$ cat src/rtl/seg7_scan_driver.sv
// seg7_scan_driver
//   Time-multiplexed seven-segment driver. It scans NUM_DIGITS 4-bit codes onto
//   one shared cathode bus, lighting one anode at a time. It provides hex decode,
//   leading-zero blanking, per-digit blink and decimal points. New display values
//   are double-buffered and are applied only at frame boundaries, so a frame
//   never mixes old and new values.
//
// Ports
//   clk         system clock, rising edge
//   rst         asynchronous active-high reset
//   digits_in   4*NUM_DIGITS digit codes, digit 0 in [3:0] (rightmost)
//   load        one-cycle strobe capturing digits_in / dp_in / blink_en
//   dp_in       per-digit decimal point enable
//   blink_en    per-digit blink enable
//   hex_mode    1: codes 10..15 shown as A b C d E F, 0: blanked (live)
//   lz_blank    1: leading-zero blanking enabled (live)
//   anode       one-hot digit select in output polarity
//   cathode     segments {g,f,e,d,c,b,a} in output polarity
//   dp          decimal point segment in output polarity
//   frame_start one-cycle pulse when digit 0 becomes lit
module seg7_scan_driver #(
    parameter int NUM_DIGITS   = 4,
    parameter int REFRESH_DIV  = 100000,
    parameter int BLINK_FRAMES = 64,
    parameter int ACTIVE_LOW   = 1
) (
    input  logic                    clk,
    input  logic                    rst,
    input  logic [4*NUM_DIGITS-1:0] digits_in,
    input  logic                    load,
    input  logic [NUM_DIGITS-1:0]   dp_in,
    input  logic [NUM_DIGITS-1:0]   blink_en,
    input  logic                    hex_mode,
    input  logic                    lz_blank,
    output logic [NUM_DIGITS-1:0]   anode,
    output logic [6:0]              cathode,
    output logic                    dp,
    output logic                    frame_start
);

    localparam int   RCNT_W = $clog2(REFRESH_DIV);
    localparam int   IDX_W  = $clog2(NUM_DIGITS);
    localparam int   FCNT_W = (BLINK_FRAMES > 1) ? $clog2(BLINK_FRAMES) : 1;
    localparam logic INV    = (ACTIVE_LOW != 0);

    logic [RCNT_W-1:0]       rcnt;
    logic [IDX_W-1:0]        idx;
    logic [FCNT_W-1:0]       fcnt;
    logic                    blink_phase;
    logic                    pending;
    logic [4*NUM_DIGITS-1:0] shadow_dig, act_dig;
    logic [NUM_DIGITS-1:0]   shadow_dp, act_dp;
    logic [NUM_DIGITS-1:0]   shadow_bl, act_bl;

    logic                    slot_end;
    logic                    boundary;
    logic [NUM_DIGITS-1:0]   lz_mask;
    logic                    higher_zero;
    logic [3:0]              code;
    logic [6:0]              seg;
    logic                    blank;
    logic [NUM_DIGITS-1:0]   onehot;

    always_comb begin
        slot_end = (rcnt == RCNT_W'(REFRESH_DIV - 1));
        boundary = slot_end && (idx == IDX_W'(NUM_DIGITS - 1));
    end

    // A digit is a leading zero when it and every digit above it are zero.
    // Digit 0 is never part of the mask.
    always_comb begin
        higher_zero = 1'b1;
        lz_mask     = '0;
        for (int unsigned i = NUM_DIGITS - 1; i >= 1; i--) begin
            higher_zero = higher_zero && (act_dig[4*i +: 4] == 4'd0);
            lz_mask[i]  = lz_blank && higher_zero;
        end
    end

    always_comb begin
        code = act_dig[{idx, 2'b00} +: 4];
        case (code)
            4'h0:    seg = 7'b0111111;
            4'h1:    seg = 7'b0000110;
            4'h2:    seg = 7'b1011011;
            4'h3:    seg = 7'b1001111;
            4'h4:    seg = 7'b1100110;
            4'h5:    seg = 7'b1101101;
            4'h6:    seg = 7'b1111101;
            4'h7:    seg = 7'b0000111;
            4'h8:    seg = 7'b1111111;
            4'h9:    seg = 7'b1101111;
            4'hA:    seg = 7'b1110111;
            4'hB:    seg = 7'b1111100;
            4'hC:    seg = 7'b0111001;
            4'hD:    seg = 7'b1011110;
            4'hE:    seg = 7'b1111001;
            default: seg = 7'b1110001;
        endcase
        blank  = ((code > 4'd9) && !hex_mode) || lz_mask[idx] ||
                 (act_bl[idx] && blink_phase);
        onehot = NUM_DIGITS'(1) << idx;
    end

    always_ff @(posedge clk or posedge rst) begin
        if (rst) begin
            rcnt        <= '0;
            idx         <= '0;
            fcnt        <= '0;
            blink_phase <= 1'b0;
            pending     <= 1'b0;
            shadow_dig  <= '0;
            shadow_dp   <= '0;
            shadow_bl   <= '0;
            act_dig     <= '0;
            act_dp      <= '0;
            act_bl      <= '0;
            anode       <= {NUM_DIGITS{INV}};
            cathode     <= {7{INV}};
            dp          <= INV;
            frame_start <= 1'b0;
        end else begin
            // Scan timing
            if (slot_end) begin
                rcnt <= '0;
                idx  <= boundary ? '0 : idx + 1'b1;
            end else begin
                rcnt <= rcnt + 1'b1;
            end

            // Blink frame counter
            if (boundary) begin
                if (fcnt == FCNT_W'(BLINK_FRAMES - 1)) begin
                    fcnt        <= '0;
                    blink_phase <= ~blink_phase;
                end else begin
                    fcnt <= fcnt + 1'b1;
                end
            end

            // Double buffering: a load on the boundary cycle bypasses the shadow
            if (load) begin
                shadow_dig <= digits_in;
                shadow_dp  <= dp_in;
                shadow_bl  <= blink_en;
            end
            if (boundary) begin
                if (load) begin
                    act_dig <= digits_in;
                    act_dp  <= dp_in;
                    act_bl  <= blink_en;
                end else if (pending) begin
                    act_dig <= shadow_dig;
                    act_dp  <= shadow_dp;
                    act_bl  <= shadow_bl;
                end
                pending <= 1'b0;
            end else if (load) begin
                pending <= 1'b1;
            end

            // Registered outputs for the slot currently selected by idx
            anode       <= (blank ? '0 : onehot) ^ {NUM_DIGITS{INV}};
            cathode     <= (blank ? 7'd0 : seg) ^ {7{INV}};
            dp          <= (!blank && act_dp[idx]) ^ INV;
            frame_start <= (rcnt == '0) && (idx == '0);
        end
    end

endmodule
$ cat config.mk
export PLATFORM = sky130hd
export DESIGN_NAME = seg7_scan_driver
export DESIGN_NICKNAME = d
export VERILOG_FILES = /design/src/rtl/seg7_scan_driver.sv
export SDC_FILE = /design/constraint.sdc
export NUM_CORES = 1
export LEC_CHECK = 0
export CAP_MARGIN = 5
export CORE_MARGIN = 5
export CORE_UTILIZATION = 55
export CTS_CLUSTER_SIZE = 10
export DETAILED_ROUTE_END_ITERATION = 6
export PLACE_DENSITY = 0.77
export RECOVER_POWER = 25
export SLEW_MARGIN = 30
export SYNTH_ARGS = -nofsm -noshare
export SYNTH_HDL_FRONTEND = slang
export SYNTH_SLANG_ARGS = --single-unit
export TNS_END_PERCENT = 1
$ cat constraint.sdc
create_clock -name clk -period 6.8 [get_ports clk]
set_input_delay 0.68 -clock clk [delete_from_list [all_inputs] [get_ports clk]]
set_output_delay 0.68 -clock clk [all_outputs]
set_load 0.02 [all_outputs]
== Word level (Yosys, flattened, before mapping) ==
Memory sizes are Yosys's and may differ from the RTL's.
Index checks and enable logic that the tools add are counted.

* Memory bits (read-only): 112
* Register bits: 88
* Output and inout bits: 13
* Memories: 1

* Bitwise logic cells: 4
* Multiplexer cells: 19
* $lt $le $gt $ge: 2
* Shift-type cells: 2
* Eq/ne operators: 3
* Add/subtract/negate cells: 3
* Reduce and logical (&&, ||, !) cells: 23

{| class="wikitable"
|+ Memories
! memory !! depth !! bits a word !! rd ports !! clocked after Yosys merged registers in !! wr ports !! RTL line !! text
|-
| (no name shown) || 16 || 7 || 1 || 0 || 0 || 82 || <nowiki>case (code)</nowiki>
|}

{| class="wikitable"
|+ Operator list
! operator !! number
|-
| $mux W16 || 2
|-
| $mux W4 || 5
|-
| $add A17 B1 Y17 const B || 1
|-
| $eq A17 B17 Y1 const B || 1
|-
| $logic_not A17 Y1 || 1
|-
| $mux W17 || 1
|-
| $shiftx A16 B5 Y4 || 1
|-
| $logic_not A4 Y1 || 3
|-
| $logic_and A1 B1 Y1 || 10
|-
| $mux W7 || 1
|-
| $not A7 Y7 || 1
|-
| $add A6 B1 Y6 const B || 1
|-
| $bmux W1 S2 || 3
|-
| $eq A6 B6 Y1 const B || 1
|-
| $mux W6 || 1
|-
| $mux W1 || 5
|-
| $gt A4 B4 Y1 const B || 1
|-
| $not A4 Y4 || 1
|-
| $reduce_and A2 Y1 || 2
|-
| $reduce_bool A2 Y1 || 2
|-
| $shl A1 B2 Y4 const A || 1
|-
| $lt A2 B3 Y1 const B || 1
|-
| $add A2 B1 Y2 const B || 1
|-
| $eq A2 B2 Y1 const B || 1
|-
| other kinds (5) || 8
|}

== Longest topological paths before layout ==
Gate-level depths: netlist of the first run.

* Depth in word-level cells: 11
* Depth in mapped cells: 12
* Mapped depth without buffers: 8

== Worst setup path after synthesis of the first run ==
No wires, ideal clock.

* Path kind: reg2reg
* Start point: register idx[1]
* End point: register cathode[1]
* Stages on the path, launching flop included: 13
* Buffers on the path: 4
* Library setup time: 101 ps
* Slack: 4099 ps
* Period minus slack after synthesis: 2701 ps
* Arrival time: 2601 ps
* Path through: dfrtp_1 buf_2 buf_1 mux4_2 inv_1 ha_1 clkbuf_1 o21ai_0 o22ai_1 o21ai_0 a41oi_1 buf_2 o211ai_1

* Cells in the longest elaborated chain, start to end: 7

{| class="wikitable"
|+ RTL lines
! item !! RTL line !! text
|-
| start, declared || 47 || <nowiki>logic [IDX_W-1:0] idx;</nowiki>
|-
| start signal, assigned || 126 || <nowiki>idx <= boundary ? '0 : idx + 1'b1;</nowiki>
|-
| $shiftx A16 B5 Y4 || 81 || <nowiki>code = act_dig[{idx, 2'b00} +: 4];</nowiki>
|-
| $gt A4 B4 Y1 || 100 || <nowiki>blank = ((code > 4'd9) && !hex_mode) || lz_mask[idx] ||</nowiki>
|-
| $logic_and A1 B1 Y1 || 100 ||
|-
| $logic_or A1 B1 Y1 (2 in series) || 100 ||
|-
| $mux W7 * || 164 || <nowiki>cathode <= (blank ? 7'd0 : seg) ^ {7{INV}};</nowiki>
|-
| $not A7 Y7 (no source line) * || n/a ||
|-
| end signal, assigned || 119 || <nowiki>cathode <= {7{INV}};</nowiki>
|-
| end signal, assigned || 164 ||
|-
| end, declared || 36 || <nowiki>output logic [6:0] cathode,</nowiki>
|}

Mark *: on every way between the ends. The rest lies on a longest branch, timed or not. The select of a mux whose other input is x is not followed.
A chain may end at the register's enable or synchronous reset.

== Worst setup path in the final report of the first run ==
* Start point: register idx[0]
* End point: register cathode[4]

The elaborated chain is that of the path after synthesis.

==> impl_metrics.py, run 1 <==
metrics = {
    "synth": {
        "yosys_register_bits": 88,
        "ys_seq_area_share_pct": 52.3,
        "syn_nets": 377,
        "async_flop_share_pct": 100,
        "synth_cell_types": 54,
        "synthFlopType": "dfrtp_1",
        "netlist_area_um2": 4240,
        "yosysTopAreaCellShare_pct": 44.9,
        "yosys-top-cells-area": "dfrtp_1 45%, mux2_2 9.3%, dfstp_2 7.4%",
        "yosysWarnings": 0,
        "synthCells": 335,
        "yosysTopAreaCell": "dfrtp_1",
        "synth_edf_count": 0,
        "syn_area_per_cell_um2": 12.6,
    },
    "status": {
        "status": "finished, final reports clean",
    },
    "route": {
        "first_pass_iters": 4,
        "totalWireLength_mm": 7.52,
        "drtIter0Drc": 163,
        "drtAntennaViolNets": 0,
        "remaining_drc_errors": 0,
        "via_count": 2641,
        "wire_per_inst_um": 15.7,
        "via_per_inst": 5.50,
    },
    "finish": {
        "drive_gt1_share_pct": 19.0,
        "final_area_um2": 4900,
        "layout_common_cells": "76 x dfrtp_1, 39 x clkdlybuf4s50_1, 29 x nand2_1",
        "mostFrequentLayoutCell": "dfrtp_1",
        "insertedDiodeCount": 0,
        "utilization_pct": 64.4,
        "nets": 415,
        "fillers": 600,
        "syn_to_final_growth_pct": 15.6,
    },
    "sta": {
        "finalSetupViolCount": 0,
        "rsz0062_at_grt": "false",
        "fin_skew_ns": 0.0105,
        "fin_crit_ns": 3.18,
        "drv_slew": 0,
        "layout_setup_ws_ns": 3.62,
        "worst_pin_slew_ns": 1.33,
        "fin_setup_tns_ns": 0,
        "period_share_pct": 46.8,
        "hold_viol_final": 0,
        "slew_headroom_pct": 11.1,
        "fmax_ghz": 0.314,
    },
    "critical_path": {
        "reg2reg_from": "idx[0]",
        "r2r_cells": 8,
        "cp.required_ns": 7.05,
        "r2r_end": "cathode[4]",
        "ff2ff_setup_slack_ns": 3.62,
        "start_kind": "flip-flop",
        "critPathKind": "reg -> reg",
        "cp_data_arrival_time_ns": 3.43,
        "cp_max_fo": 16,
        "cp-end-kind": "flip-flop",
    },
    "floorplanning": {
        "row_count": 32,
        "start_util_pct": 55.7,
        "die_x_um": 97.8,
        "core_area_um2": 7610,
        "die_h_um": 97.8,
        "io_pins": 42,
        "die_area_um2": 9560,
    },
    "power_and_ir_drop": {
        "totalPowerFinal_mw": 1.03,
        "p_switching_uw": 221,
        "combPwrFrac_pct": 8.4,
        "p_sw_share_pct": 21.4,
        "seqPwrFrac_pct": 54.1,
        "p_int_uw": 811,
        "power_density_nw_per_um2": 211,
        "vdd_drop_max_uv": 129,
        "leakagePower_nw": 2.12,
        "clkPwrFrac_pct": 37.6,
    },
    "grt": {
        "grt_first_pass_wirelength_mm": 13.4,
        "grt_start_max_net_pins": 89,
        "grt_overflow_total": 0,
        "grt_pass1_vias": 2701,
        "track_usage_pct": 17.3,
        "antenna_found_initial": 0,
    },
    "clocking": {
        "clk_latency_ns": 0.35,
        "holdBufCountCts": 0,
        "cts_setup_buffers": 0,
        "cts_tree": "built",
        "clock_sinks": 88,
        "cts_resized": 0,
        "cts_buffer_depth": 2,
        "clkTransAtPathRegs_ns": 0.08,
        "ctsHtreeMaxLevel": 3,
        "clock-root-buffer": "clkbuf_8",
        "cts_made_buffers": 9,
    },
    "placed_design": {
        "portBuffers": 41,
        "placed_cell_area_um2": 4680,
        "dp_slack_ns": 3.34,
        "place.gp.congestion": 0.889,
        "hpwl_mm": 5.22,
    },
    "min_path": {
        "min_path_type": "reg -> reg",
        "hold_depth": 1,
        "hold_end": "fcnt[5]",
        "min_from": "fcnt[5]",
    },
    "flow_run": {
        "max_cap_violations": 0,
    },
}
per-stage QoR:
step / instances / hold slack [ns]
after global routing: 480 / 0.502
after detailed placement: 464 / 0.463
after CTS: 480 / 0.480
after floorplan: 335 / 0.437
final: 480 / 0.481
after global placement: 464 / 0.458
sequential cells by signal (all words and copies together), names as in the netlist, 6 cells and up:
signal	cells
act_dig	16
cathode	7
fcnt	6
rcnt	17
shadow_dig	16
logic make-up after synthesis:
logic type	after synthesis	share of synthesized area (%)
AND/OR/NAND/NOR	96	12.1
flip-flops	88	52.3
multiplexers	62	19.2
AO/OA/AOI/OAI	33	5.40
buffers and inverters	25	3.34
XOR/XNOR	18	3.72
adder cells (fa/ha/maj)	13	3.84
how the worst max path moves through the flow:
stage	start	endpoint	slack, ns
floorplan	rst	act_bl[0]	3.86
global placement	idx[0]	cathode[4]	3.47
detailed placement	idx[0]	cathode[4]	3.34
CTS	idx[0]	cathode[4]	3.34
global route	idx[0]	cathode[4]	3.33
finish	idx[0]	cathode[4]	3.62
per-layer routing:
layer  vias up  wire length (um)  track usage (%)  share of wire [%]
li1       1262                 -                -                  -
met1      1302              3680             25.3                 49
met2        65              3380             25.1                 45
met3        12               324             3.57                4.3
met4         0               138             7.45                1.8
met5         -                 0                0                  0
power groups by stage:
stage | clock network [mW] | registers, mW | logic [mW]
floorplan | 0 | 0.570 | 0.0518
global placement | 0 | 0.568 | 0.0900
detailed placement | 0 | 0.569 | 0.0910
CTS | 0.401 | 0.559 | 0.0915
global route | 0.423 | 0.561 | 0.0962
finish | 0.388 | 0.558 | 0.0864
layout make-up:
cell class                      count  area, um^2  share of cell area (%)
Clock buffer                       13         149                    3.04
Clock inverter                      3        65.1                    1.33
Inverter                           10        38.8                   0.792
Sequential cell                    88        2220                    45.3
Timing Repair Buffer               42         415                    8.48
Multi-Input combinational cell    222        1890                    38.5
Tap cell                          102         128                    2.61
worst max-delay path: stages (launching register included):
cell      delay [ns]
dfrtp_1         0.73
mux4_2          0.65
inv_1           0.15
ha_1            0.40
o21ai_0         0.15
o22ai_1         0.18
o21ai_0         0.12
a41oi_2         0.47
o311ai_0        0.23
cell usage after synthesis (all sizes together) (2+ instances only):
master  number
dfrtp       76
mux2        55
nand2       29
nor2        21
ha          13
nand3       13
buf         12
dfstp       12
o21ai       11
xnor2       10
inv          9
xor2         8
and3         7
nor2b        5
nor3         5
nor4         5
mux4         4
clkbuf       3
mux2i        3
nand4        3
o211ai       3
a211oi       2
o221ai       2
o22ai        2
Note: power is estimated with default switching activity, not from simulation.
==> inputs of run 2 (changes only) <==
Clock period 6.8 ns to 3.2 ns, I/O delays scaled along.
==> impl_metrics.py, run 2 (synthesized netlist as in run 1, its figures left out) <==
metrics = {
    "status": {
        "status": "finished, violations left",
        "failed_checks": "max-capacitance violations, max-slew violations",
    },
    "clocking": {
        "cts_tree": "built",
        "clock_sinks": 88,
        "holdBufCountCts": 0,
        "cts_made_buffers": 9,
        "clkTransAtPathRegs_ns": 0.08,
        "ctsHtreeMaxLevel": 3,
        "cts_buffer_depth": 2,
        "cts_setup_buffers": 0,
        "clock-root-buffer": "clkbuf_8",
        "cts_resized": 0,
        "clk_latency_ns": 0.35,
    },
    "finish": {
        "syn_to_final_growth_pct": 15.4,
        "mostFrequentLayoutCell": "dfrtp_1",
        "insertedDiodeCount": 0,
        "ff_latch_area_um2": 2220,
        "final_area_um2": 4890,
        "largest_reg_flops": 17,
        "largestRegisters": "rcnt (17), act_dig (16), shadow_dig (16)",
        "fillers": 593,
        "drive_gt1_share_pct": 26.4,
        "layout_common_cells": "76 x dfrtp_1, 40 x clkdlybuf4s50_1, 35 x mux2_2",
        "nets": 421,
        "multiInputGateArea_um2": 1880,
        "top_register": "rcnt",
    },
    "critical_path": {
        "crit_family": "compound AO/OA/AOI/OAI gates",
        "cp_data_arrival_time_ns": 2.97,
        "crit_chain": "mux4_2 -> inv_1 -> ha_1 -> o21ai_0 -> o22ai_1 -> o21ai_0 -> a41oi_1 -> buf_4 -> o311ai_0",
        "startpoint": "idx[0]",
        "cp.required_ns": 3.44,
        "r2r_end": "cathode[4]",
        "max_stage_delay_ns": 0.62,
        "ff2ff_setup_slack_ns": 0.47,
        "r2r_cells": 9,
        "cp-end-kind": "flip-flop",
        "path_common_cell": "o21ai_0",
        "reg2reg_from": "idx[0]",
        "path_buf_inv": 2,
        "critPathKind": "reg -> reg",
        "start_kind": "flip-flop",
        "cp_max_fo": 12,
        "cp_slowest_cell": "mux4_2",
    },
    "sta": {
        "finalSetupViolCount": 0,
        "hold_viol_final": 0,
        "layout_setup_ws_ns": 0.471,
        "drv_slew": 50,
        "fin_setup_tns_ns": 0,
        "fin_crit_ns": 2.73,
        "rsz0062_at_grt": "false",
        "worst_pin_slew_ns": 2.05,
        "fmax_ghz": 0.366,
        "period_share_pct": 85.3,
        "slew_headroom_pct": -37.2,
        "fin_skew_ns": 0.0140,
    },
    "floorplanning": {
        "die_area_um2": 9560,
        "core_area_um2": 7610,
        "io_pins": 42,
        "start_util_pct": 55.7,
        "die_x_um": 97.8,
        "die_h_um": 97.8,
        "row_count": 32,
    },
    "flow_run": {
        "max_cap_violations": 1,
    },
    "min_path": {
        "min_path_type": "reg -> reg",
        "hold_end": "blink_phase",
        "min_from": "blink_phase",
        "hold_depth": 1,
    },
    "route": {
        "drtIter0Drc": 88,
        "drtAntennaViolNets": 0,
        "remaining_drc_errors": 0,
        "first_pass_iters": 4,
        "via_count": 2616,
        "wire_per_inst_um": 15.4,
        "totalWireLength_mm": 7.49,
        "via_per_inst": 5.39,
    },
    "grt": {
        "grt_pass1_vias": 2631,
        "grt_start_max_net_pins": 50,
        "track_usage_pct": 17.2,
        "grt_first_pass_wirelength_mm": 13.1,
        "grt_overflow_total": 0,
        "antenna_found_initial": 0,
    },
    "placed_design": {
        "placed_cell_area_um2": 4720,
        "dp_slack_ns": 0.465,
        "portBuffers": 41,
        "hpwl_mm": 5.53,
        "place.gp.congestion": 0.892,
    },
    "power_and_ir_drop": {
        "power_density_nw_per_um2": 416,
        "vdd_drop_max_uv": 226,
        "leakagePower_nw": 2.12,
    },
}
[run 2: cell count changes in the layout (fill, tap and decap cells not counted), moves of 2 or more]
cell       delta
buf_4         +7
clkinv_4      +2
clkbuf_1      -3
mux2_1       -23
mux2_2       +23
bufinv_16     -2
[run 2: where the power goes]
group / internal, mW / leakage, nW / switching [mW]
combinational: 0.107 / 0.940 / 0.0858
clock: 0.278 / 0.0821 / 0.377
sequential: 1.17 / 1.10 / 0.0201
[run 2: worst max path at each step]
| stage | cells past startpoint | to | slack, ns |
|---|---|---|---|
| finish | 9 | cathode[4] | 0.47 |
| detailed placement | 9 | cathode[4] | 0.47 |
| floorplan | 12 | cathode[1] | 0.50 |
| global route | 9 | cathode[4] | 0.16 |
| global placement | 9 | cathode[4] | 0.61 |
| CTS | 9 | cathode[4] | 0.45 |
[run 2: final cells by class]
type,instances,share of cell area [%]
flip-flops and latches,88,45.4
multi-input cells,222,38.4
repair buffers,48,9.47
clock buffers,10,2.61
well taps,102,2.61
inverters,10,0.794
clock inverters,5,0.717
[run 2: layer usage]
layer  up-vias  routed length, um  GRT usage [%]
met5         -                  0              0
li1       1274                  -              -
met4         0                115           6.60
met3         9                301           4.43
met2        50               3370           25.7
met1      1283               3700           24.2
[run 2: per-stage QoR]
stage | utilization [%] | total power [mW] | std cells | hold WS, ns
after CTS | 64.2 | 2.06 | 485 | 0.442
after floorplan | - | 1.32 | 335 | 0.437
final | 64.2 | 2.03 | 485 | 0.478
after global routing | 64.2 | 2.13 | 485 | 0.500
after global placement | 62.1 | 1.40 | 470 | 0.459
after detailed placement | 62.1 | 1.40 | 470 | 0.462
